<file path="config.mk">
export PLATFORM = sky130hd
export DESIGN_NAME = alu_share_ctrl
export DESIGN_NICKNAME = d
export VERILOG_FILES = /design/src/rtl/alu_share_ctrl_pkg.sv /design/src/rtl/alu_share_ctrl_rr_arbiter.sv /design/src/rtl/alu_share_ctrl.sv
export SDC_FILE = /design/constraint.sdc
export NUM_CORES = 1
export LEC_CHECK = 0
export BUFFER_PORTS_ARGS = -buffer_cell sky130_fd_sc_hd__buf_2
export CAP_MARGIN = 20
export CORE_MARGIN = 1
export CORE_UTILIZATION = 44
export DETAILED_ROUTE_END_ITERATION = 10
export GPL_TIMING_DRIVEN = 0
export PLACE_DENSITY = 0.74
export SYNTH_ARGS = -nofsm -noshare
export SYNTH_HDL_FRONTEND = slang
export SYNTH_SLANG_ARGS = --single-unit
</file>
<file path="constraint.sdc">
create_clock -name clk -period 2.1 [get_ports clk]
set_input_delay 0.21 -clock clk [delete_from_list [all_inputs] [get_ports clk]]
set_output_delay 0.21 -clock clk [all_outputs]
set_load 0.005 [all_outputs]
</file>
<file path="src/rtl/alu_share_ctrl_pkg.sv">
`default_nettype none
// alu_share_ctrl_pkg: FSM state encoding and default widths shared by the ALU-sharing controller.
// Rev 1.0
package alu_share_ctrl_pkg;

  localparam int DEF_DATA_WIDTH   = 8;
  localparam int DEF_OPCODE_WIDTH = 2;
  localparam int DEF_NUM_REQ      = 4;
  localparam int DEF_TIMEOUT      = 16;

  typedef enum logic [2:0] {
    ST_IDLE   = 3'd0,
    ST_SEND_A = 3'd1,
    ST_SEND_B = 3'd2,
    ST_WAIT   = 3'd3,
    ST_RESP   = 3'd4
  } state_t;

  // Width of a counter that must hold the values 0..limit inclusive.
  function automatic int count_width(input int limit);
    return (limit < 2) ? 1 : $clog2(limit + 1);
  endfunction

endpackage
`default_nettype wire

</file>
<file path="src/rtl/alu_share_ctrl_rr_arbiter.sv">
`default_nettype none
// alu_share_ctrl_rr_arbiter: combinational round-robin pick of the first request at or after pointer.
// Rev 1.0
module alu_share_ctrl_rr_arbiter
  import alu_share_ctrl_pkg::*;
#(
  parameter int N = DEF_NUM_REQ
) (
  input  logic [N-1:0]         req,
  input  logic [$clog2(N)-1:0] pointer,
  output logic [N-1:0]         grant,
  output logic [$clog2(N)-1:0] index
);

  localparam int IW = $clog2(N);
  localparam logic [IW:0] N_W = (IW + 1)'(N);

  logic [IW:0] pos;
  logic        found;

  // One spare bit on pos lets the wrap work for non-power-of-two N.
  always_comb begin
    grant = '0;
    index = '0;
    found = 1'b0;
    pos   = '0;
    for (int k = 0; k < N; k++) begin
      pos = {1'b0, pointer} + (IW + 1)'(k);
      if (pos >= N_W) begin
        pos = pos - N_W;
      end
      if (!found && req[pos[IW-1:0]]) begin
        found = 1'b1;
        index = pos[IW-1:0];
      end
    end
    if (found) begin
      grant[index] = 1'b1;
    end
  end

endmodule
`default_nettype wire

</file>
<file path="src/rtl/alu_share_ctrl.sv">
`default_nettype none
// alu_share_ctrl: shares one two-beat opcode/data ALU between NUM_REQ requesters, round-robin.
// Rev 1.0
module alu_share_ctrl
  import alu_share_ctrl_pkg::*;
#(
  parameter int DATA_WIDTH   = DEF_DATA_WIDTH,
  parameter int OPCODE_WIDTH = DEF_OPCODE_WIDTH,
  parameter int NUM_REQ      = DEF_NUM_REQ,
  parameter int TIMEOUT      = DEF_TIMEOUT
) (
  input  logic                            clk,
  input  logic                            reset_n,
  input  logic [NUM_REQ-1:0]              req,
  input  logic [NUM_REQ*OPCODE_WIDTH-1:0] req_opcode,
  input  logic [NUM_REQ*DATA_WIDTH-1:0]   req_a,
  input  logic [NUM_REQ*DATA_WIDTH-1:0]   req_b,
  output logic [NUM_REQ-1:0]              ack,
  output logic [NUM_REQ-1:0]              rsp_valid,
  output logic [DATA_WIDTH-1:0]           rsp_result,
  output logic                            rsp_overflow,
  output logic                            rsp_error,
  output logic                            busy,
  output logic                            proto_err,
  output logic                            alu_opcode_valid,
  output logic [OPCODE_WIDTH-1:0]         alu_opcode,
  output logic [DATA_WIDTH-1:0]           alu_data,
  input  logic                            alu_done,
  input  logic [DATA_WIDTH-1:0]           alu_result,
  input  logic                            alu_overflow
);

  localparam int IW = $clog2(NUM_REQ);
  localparam int CW = count_width(TIMEOUT);
  localparam logic [CW-1:0] CNT_LAST = CW'(TIMEOUT - 1);
  localparam logic [IW-1:0] LAST_REQ = IW'(NUM_REQ - 1);

  state_t                  state;
  logic [IW-1:0]           pointer;
  logic [IW-1:0]           owner;
  logic [NUM_REQ-1:0]      owner_oh;
  logic [DATA_WIDTH-1:0]   b_q;
  logic [CW-1:0]           wait_cnt;

  logic [NUM_REQ-1:0]      win_grant;
  logic [IW-1:0]           win_index;

  logic [OPCODE_WIDTH-1:0] op_arr [NUM_REQ];
  logic [DATA_WIDTH-1:0]   a_arr  [NUM_REQ];
  logic [DATA_WIDTH-1:0]   b_arr  [NUM_REQ];

  generate
    for (genvar i = 0; i < NUM_REQ; i++) begin : g_unpack
      assign op_arr[i] = req_opcode[i*OPCODE_WIDTH +: OPCODE_WIDTH];
      assign a_arr[i]  = req_a[i*DATA_WIDTH +: DATA_WIDTH];
      assign b_arr[i]  = req_b[i*DATA_WIDTH +: DATA_WIDTH];
    end
  endgenerate

  alu_share_ctrl_rr_arbiter #(
    .N(NUM_REQ)
  ) u_arb (
    .req    (req),
    .pointer(pointer),
    .grant  (win_grant),
    .index  (win_index)
  );

  always_ff @(posedge clk) begin
    if (!reset_n) begin
      state            <= ST_IDLE;
      pointer          <= '0;
      owner            <= '0;
      owner_oh         <= '0;
      b_q              <= '0;
      wait_cnt         <= '0;
      ack              <= '0;
      rsp_valid        <= '0;
      rsp_result       <= '0;
      rsp_overflow     <= 1'b0;
      rsp_error        <= 1'b0;
      busy             <= 1'b0;
      proto_err        <= 1'b0;
      alu_opcode_valid <= 1'b0;
      alu_opcode       <= '0;
      alu_data         <= '0;
    end else begin
      ack       <= '0;
      rsp_valid <= '0;

      // A done pulse is only meaningful while an operation is outstanding.
      if (alu_done && (state != ST_WAIT)) begin
        proto_err <= 1'b1;
      end

      case (state)
        ST_IDLE: begin
          if (|req) begin
            owner            <= win_index;
            owner_oh         <= win_grant;
            b_q              <= b_arr[win_index];
            ack              <= win_grant;
            alu_opcode_valid <= 1'b1;
            alu_opcode       <= op_arr[win_index];
            alu_data         <= a_arr[win_index];
            busy             <= 1'b1;
            state            <= ST_SEND_A;
          end
        end

        ST_SEND_A: begin
          alu_opcode_valid <= 1'b0;
          alu_opcode       <= '0;
          alu_data         <= b_q;
          state            <= ST_SEND_B;
        end

        ST_SEND_B: begin
          alu_data <= '0;
          wait_cnt <= '0;
          state    <= ST_WAIT;
        end

        ST_WAIT: begin
          // done is checked first so it wins over a simultaneous timeout.
          if (alu_done) begin
            rsp_valid    <= owner_oh;
            rsp_result   <= alu_result;
            rsp_overflow <= alu_overflow;
            rsp_error    <= 1'b0;
            state        <= ST_RESP;
          end else if (wait_cnt == CNT_LAST) begin
            rsp_valid    <= owner_oh;
            rsp_result   <= '0;
            rsp_overflow <= 1'b0;
            rsp_error    <= 1'b1;
            state        <= ST_RESP;
          end else begin
            wait_cnt <= wait_cnt + CW'(1);
          end
        end

        ST_RESP: begin
          rsp_result   <= '0;
          rsp_overflow <= 1'b0;
          rsp_error    <= 1'b0;
          pointer      <= (owner == LAST_REQ) ? '0 : owner + IW'(1);
          busy         <= 1'b0;
          state        <= ST_IDLE;
        end

        default: begin
          busy  <= 1'b0;
          state <= ST_IDLE;
        end
      endcase
    end
  end

endmodule
`default_nettype wire

</file>
==> impl_metrics.env, run 1 <==
export IMPL_worst_endpoint_required_ns=2.31
export IMPL_vias_per_cell=5.34
export IMPL_gp_congestion=0.865
export IMPL_slew_violations=0
export IMPL_rows=28
export IMPL_track_usage=0.229
export IMPL_postSynthCellCount=329
export IMPL_rr_endpoint="rsp_result[6]"
export IMPL_vias=2820
export IMPL_syn_num_nets=420
export IMPL_path_clk_slew_ns=0.09
export IMPL_routed_top_layer="met4"
export IMPL_start_kind="flip-flop"
export IMPL_dp_hpwl_mm=5.76
export IMPL_synth_avg_cell_area_um2=8.61
export IMPL_die_width_um=82.2
export IMPL_cp_end_kind="flip-flop"
export IMPL_cts_tree="built"
export IMPL_drive_gt1_frac=0.325
export IMPL_drc=0
export IMPL_antenna_found_initial=0
export IMPL_seq_area_frac_synth=0.389
export IMPL_vdd_drop_max_v=0.000344
export IMPL_final_cell_mix="buf_2 (122), dfxtp_1 (55), o21ai_0 (26)"
export IMPL_diodes=0
export IMPL_cts_htree_levels=2
export IMPL_synth_seq_cells=55
export IMPL_fin_skew_ns=0.00429
export IMPL_dr_wl_met3_um=453
export IMPL_wirelength_mm=7.53
export IMPL_rsz0062_at_grt="no"
export IMPL_cts_setup_buffers=0
export IMPL_detailroute_wirelength_met2_mm=3.49
export IMPL_hold_buffers=0
export IMPL_p_leak_nw=1.66
export IMPL_period_share=0.911
export IMPL_met1Wirelength_mm=3.49
export IMPL_tightest_slew_ns=0.746
export IMPL_cts_sinks=55
export IMPL_synthTopCellsByArea="dfxtp_1 (39%), mux2i_1 (7.4%), and3_1 (5.1%)"
export IMPL_grt_overflow=0
export IMPL_cts_buffer_depth=2
export IMPL_area_growth_pct=29.1
export IMPL_cts_root_buf="clkbuf_8"
export IMPL_yosysWarnings=0
export IMPL_netlist_area_mm2=0.00283
export IMPL_cp_endpoint="rsp_result[6]"
export IMPL_core_region_area_mm2=0.00606
export IMPL_yosysTopAreaCell="dfxtp_1"
export IMPL_ys_flop_type="dfxtp_1"
export IMPL_max_freq_mhz=523
export IMPL_tns_ns=0
export IMPL_drt_iter0_drc=171
export IMPL_power_density_mw_per_mm2=681
export IMPL_startpoint="wait_cnt[0]"
export IMPL_criticalPathCategory="reg2reg"
export IMPL_setup_viol=0
export IMPL_dieArea_mm2=0.00676
export IMPL_cp_max_fo=6
export IMPL_synth_edf_count=0
export IMPL_arrival_ns=2.12
export IMPL_holdCritPathClass="in2reg"
export IMPL_synth_cell_types=41
export IMPL_rrSetupSlack_ns=0.19
export IMPL_grt_pass1_vias=2528
export IMPL_setup_ws_ns=0.187
export IMPL_whs_ns=0.139
export IMPL_r2r_cells=8
export IMPL_status="finished, final reports clean"
export IMPL_mostFrequentLayoutCell="buf_2"
export IMPL_ant_nets=0
export IMPL_clk_latency_ns=0.31
export IMPL_pre_cts_slack_ns=0.0821
export IMPL_yosysTopAreaCellShare=0.389
export IMPL_die_y_um=82.2
export IMPL_grt_pass1_wl_mm=11.8
export IMPL_maxSlewHeadroom=0.499
export IMPL_period_needed_ns=1.91
export IMPL_hold_viol_final=0
export IMPL_grt_max_degree=17
export IMPL_r2r_start="wait_cnt[0]"
export IMPL_synthArstFlopShare=0
export IMPL_nets=543
export IMPL_first_pass_iters=4
export IMPL_ios=119
export IMPL_max_cap_viol_count=0
export IMPL_io_buffers=117
export IMPL_avgRoutedWirePerCell_um=14.3
export IMPL_start_util=0.467
export IMPL_cts_inserted_buffers=5
==> synthesized netlist by cell type (10+ instances only) <==
master,count
nand2_1,23
and3_1,23
o221ai_1,10
clkbuf_1,14
nand2b_1,10
mux2i_1,21
a22oi_1,10
dfxtp_1,55
a21oi_1,16
nor2_1,22
nor2b_1,18
a21boi_0,18
o21ai_0,26
==> worst min path at each step <==
stage	startpoint	to	slack, ns	cells past startpoint
floorplan	alu_overflow	rsp_overflow	0.36	2
global placement	owner_oh[1]	owner_oh[1]	0.43	2
detailed placement	owner_oh[1]	owner_oh[1]	0.44	2
CTS	alu_result[3]	rsp_result[3]	0.14	3
global route	alu_result[3]	rsp_result[3]	0.14	3
finish	alu_result[5]	rsp_result[5]	0.14	3
==> logic make-up after synthesis <==
family | share of synthesized area
AND/OR/NAND/NOR | 0.243
AO/OA/AOI/OAI | 0.233
flip-flops | 0.389
buffers and inverters | 0.0446
multiplexers | 0.0742
adder cells (fa/ha/maj) | 0.0133
XOR/XNOR | 0.00309
==> critical path, stage by stage, from the launching register on <==
cell     delay [ns]
dfxtp_1        0.40
ha_1           0.22
and3_1         0.17
ha_1           0.16
nor2_1         0.08
nor2_1         0.39
a21oi_2        0.14
a22oi_1        0.19
nor2b_1        0.06
==> timing repair <==
action	CTS	global route
hold endpoints to repair	0	0
setup endpoints to repair	0	11
gates resized for setup	0	4
==> layout make-up <==
cell class	instances	area, µm²
well taps	75	93.8
inverters	2	7.51
fillers	562	2400
clock buffers	6	72.6
clock inverters	2	60.1
repair buffers	117	586
flip-flops and latches	55	1100
plain buffers	22	115
multi-input cells	249	1620
==> routing by layer <==
metal / global-route usage / vias to the layer above
met5: 0 / -
met4: 0.0526 / 0
met3: 0.0297 / 7
met2: 0.383 / 93
met1: 0.310 / 1280
li1: - / 1440
==> registers in the layout, summed over array words and instances (netlist names) <==
signal and flops:
proto_err 1, b_q 8, owner_oh 4, rsp_result 8, busy 1, state 3, alu_data 8, pointer 2
rsp_valid 4, owner 2, wait_cnt 5, rsp_error 1, alu_opcode 2, alu_opcode_valid 1, ack 4, rsp_overflow 1
==> where the power goes <==
group / switching [W] / internal (W)
Clock: 0.000335 / 0.000476
Sequential: 0.0000451 / 0.00112
Combinational: 0.000272 / 0.000241
Total: 0.000652 / 0.00184
==> through the flow <==
step	std cells	util	area, µm²	power [W]
after floorplan	329	-	2830	0.00148
after global placement	521	0.579	3510	0.00168
after detailed placement	521	0.579	3510	0.00169
after CTS	529	0.601	3640	0.00250
after global routing	528	0.603	3660	0.00262
final	528	0.603	3660	0.00249
Note: power is estimated with default switching activity, not from simulation.
==> run 2: changes to the inputs <==
--- a/config.mk
+++ b/config.mk
@@ -14,4 +14,5 @@
 export PLACE_DENSITY = 0.74
 export SYNTH_ARGS = -nofsm -noshare
 export SYNTH_HDL_FRONTEND = slang
+export SYNTH_HIERARCHICAL = 1
 export SYNTH_SLANG_ARGS = --single-unit
==> run 2 against run 1 <==
The run now ends with negative setup slack left. Clock-buffer cell count is 1 lower. Hold slack worse by 0.0011 ns. Register-to-register slack worse by 0.48 ns. Critical path type unchanged. Non-clock buffer count is 15 higher. Global-route usage is 0.53 points higher. Synthesized cell count is 8.2% lower. First-iteration DRC count is 7.0% higher. Clock skew is 0.0079 ns higher. Via count is 2.2% higher. Critical path depth stayed put.
==> impl_metrics.env, run 2 <==
export IMPL_status="complete, but fails checks"
export IMPL_violations="negative setup slack"
export IMPL_synth_most_common_cell="dfxtp_1"
export IMPL_critPathBufInv=2
export IMPL_largestRegisters="alu_data x8, b_q x8, rsp_result x8"
export IMPL_grt_overflow=0
export IMPL_cp_slowest_stage_delay_ns=0.54
export IMPL_max_cap_viol_count=0
export IMPL_cts_inserted_buffers=5
export IMPL_synth_avg_cell_area_um2=9.65
export IMPL_dp_hpwl_mm=5.80
export IMPL_wirelength_mm=7.82
export IMPL_maxSlewHeadroom=0.598
export IMPL_slew_violations=0
export IMPL_dpl_instance_area_mm2=0.00361
export IMPL_pre_cts_slack_ns=-0.334
export IMPL_clk_latency_ns=0.31
export IMPL_ant_nets=0
export IMPL_path_clk_slew_ns=0.10
export IMPL_track_usage=0.234
export IMPL_vias_per_cell=5.62
export IMPL_cts_tree="built"
export IMPL_start_util=0.457
export IMPL_internal_power_w=0.00175
export IMPL_vias=2882
export IMPL_criticalPathCategory="reg2reg"
export IMPL_hold_buffers=0
export IMPL_drc=0
export IMPL_postSynthCellCount=302
export IMPL_arrival_ns=2.60
export IMPL_cp_top_family="multiplexers"
export IMPL_syn_num_nets=393
export IMPL_worst_endpoint_required_ns=2.31
export IMPL_stdcell_area_mm2=0.00384
export IMPL_clockPowerShare=0.289
export IMPL_synth_cell_types=44
export IMPL_fill_cells=565
export IMPL_netlist_area_mm2=0.00292
export IMPL_cts_root_buf="clkbuf_8"
export IMPL_seq_power_share=0.478
export IMPL_cts_buffer_depth=2
export IMPL_synth_seq_cells=55
export IMPL_p_sw_w=0.000657
export IMPL_multiInputGateArea_mm2=0.00167
export IMPL_crit_top_cell="buf_6"
export IMPL_avgRoutedWirePerCell_um=15.2
export IMPL_die_width_um=83.4
export IMPL_cts_sinks=55
export IMPL_period_share=1.14
export IMPL_io_buffers=118
export IMPL_tightest_slew_ns=0.601
export IMPL_yosysTopAreaCellShare=0.378
export IMPL_grt_pass1_vias=2782
export IMPL_slowest_stage="mux4_2"
export IMPL_ios=119
export IMPL_drt_iter0_drc=183
export IMPL_synthTopCellsByArea="dfxtp_1 (38%), mux4_2 (14%), a21oi_1 (5.8%)"
export IMPL_dieArea_mm2=0.00696
export IMPL_area_growth_pct=31.8
export IMPL_setup_ws_ns=-0.289
export IMPL_mostFrequentLayoutCell="buf_2"
export IMPL_power_density_mw_per_mm2=627
export IMPL_synth_edf_count=0
export IMPL_gp_congestion=0.850
export IMPL_cts_htree_levels=2
export IMPL_cp_end_kind="flip-flop"
export IMPL_comb_power_share=0.234
export IMPL_final_cell_mix="buf_2 (124), dfxtp_1 (54), a21oi_1 (34)"
export IMPL_vdd_drop_max_v=0.000520
export IMPL_rsz0062_at_grt="yes"
export IMPL_first_pass_iters=4
export IMPL_synthArstFlopShare=0
export IMPL_yosysTopAreaCell="dfxtp_1"
export IMPL_cp_max_fo=5
export IMPL_start_kind="flip-flop"
export IMPL_die_y_um=83.4
export IMPL_synth_common_cells="dfxtp_1 (55), a21oi_1 (34), nand2_1 (26), mux4_2 (18), o21ai_0 (17)"
export IMPL_drive_gt1_frac=0.408
export IMPL_diodes=0
export IMPL_nets=527
export IMPL_period_needed_ns=2.39
export IMPL_holdCritPathClass="in2reg"
export IMPL_grt_max_degree=17
export IMPL_p_leak_nw=1.66
export IMPL_grt_pass1_wl_mm=13.0
export IMPL_antenna_found_initial=0
export IMPL_ys_flop_type="dfxtp_1"
export IMPL_hold_viol_final=0
export IMPL_yosysWarnings=6
export IMPL_crit_path_cell_trace="buf_6 > mux2i_1 > nor2_1 > a311oi_2 > buf_6 > mux4_2 > or4_1 > o2111a_1"
export IMPL_p_sw_frac=0.273
export IMPL_rows=29
export IMPL_core_region_area_mm2=0.00639
export IMPL_seq_area_frac_synth=0.378
export IMPL_ff_latch_area_mm2=0.00110
export IMPL_fin_skew_ns=0.0122
export IMPL_max_freq_mhz=419
export IMPL_setup_viol=18
## run 2: layer usage
metal	wire length, µm	up-vias	global-route usage
met2	3850	99	0.394
met3	381	16	0.0427
met1	3420	1356	0.299
met5	0	-	0
met4	174	0	0.0862
li1	-	1411	-
## run 2: what timing repair did
item,CTS,global route
cloned,2,0
buffers inserted,7,0
endpoints found under the setup margin,17,23
pin swaps,4,1
resized for setup,8,7
## run 2: final cells by class
class,count,area share
Multi-Input combinational cell,212,0.436
Sequential cell,55,0.287
Timing Repair Buffer,127,0.177
Buffer,27,0.0397
Tap cell,77,0.0251
Clock buffer,5,0.0179
Clock inverter,2,0.00977
Inverter,8,0.00781
## run 2: logic make-up after synthesis
logic type      Yosys count  share of synthesized area
compound gates           97                      0.228
mux                      19                      0.142
fa+ha+maj                 3                     0.0129
simple gates             93                      0.183
flops                    55                      0.378
buf+inv                  35                     0.0558
## run 2: worst reg2reg max path, cell delays in order, from the launching register on
cell      delay [ns]
dfxtp_2         0.35
buf_6           0.10
mux2i_1         0.17
nor2_1          0.07
a311oi_2        0.29
buf_6           0.21
mux4_2          0.54
or4_1           0.42
o2111a_1        0.14
## run 2: worst paths after layout
check | from | endpoint | slack [ns] | cells after the start
min reg2reg | owner_oh[3] | rsp_valid[3] | 0.46 | 1
max reg2reg | pointer[1] | alu_data[6] | -0.29 | 8
max | pointer[1] | alu_data[6] | -0.29 | 8
min | alu_result[3] | rsp_result[3] | 0.14 | 3
## run 2: through the flow
| step | instances | utilization | setup TNS (ns) | power [W] | hold slack (ns) |
|---|---|---|---|---|---|
| 3_3_place_gp | 497 | 0.565 | -3.71 | 0.00168 | 0.439 |
| 6_report | 513 | 0.602 | -3.15 | 0.00241 | 0.137 |
| 2_1_floorplan | 302 | - | -1.15 | 0.00149 | 0.346 |
| 4_1_cts | 513 | 0.599 | -3.79 | 0.00241 | 0.132 |
| 5_1_grt | 513 | 0.602 | -4.58 | 0.00252 | 0.144 |
| 3_5_place_dp | 497 | 0.565 | -4.61 | 0.00170 | 0.438 |
## run 2: power by group through the flow
stage / clock network [W] / logic [W] / registers, W
final: 0.000696 / 0.000563 / 0.00115
after detailed placement: 0 / 0.000527 / 0.00117
after CTS: 0.000701 / 0.000556 / 0.00115
after global routing: 0.000742 / 0.000618 / 0.00116
after global placement: 0 / 0.000511 / 0.00117
after floorplan: 0 / 0.000326 / 0.00117
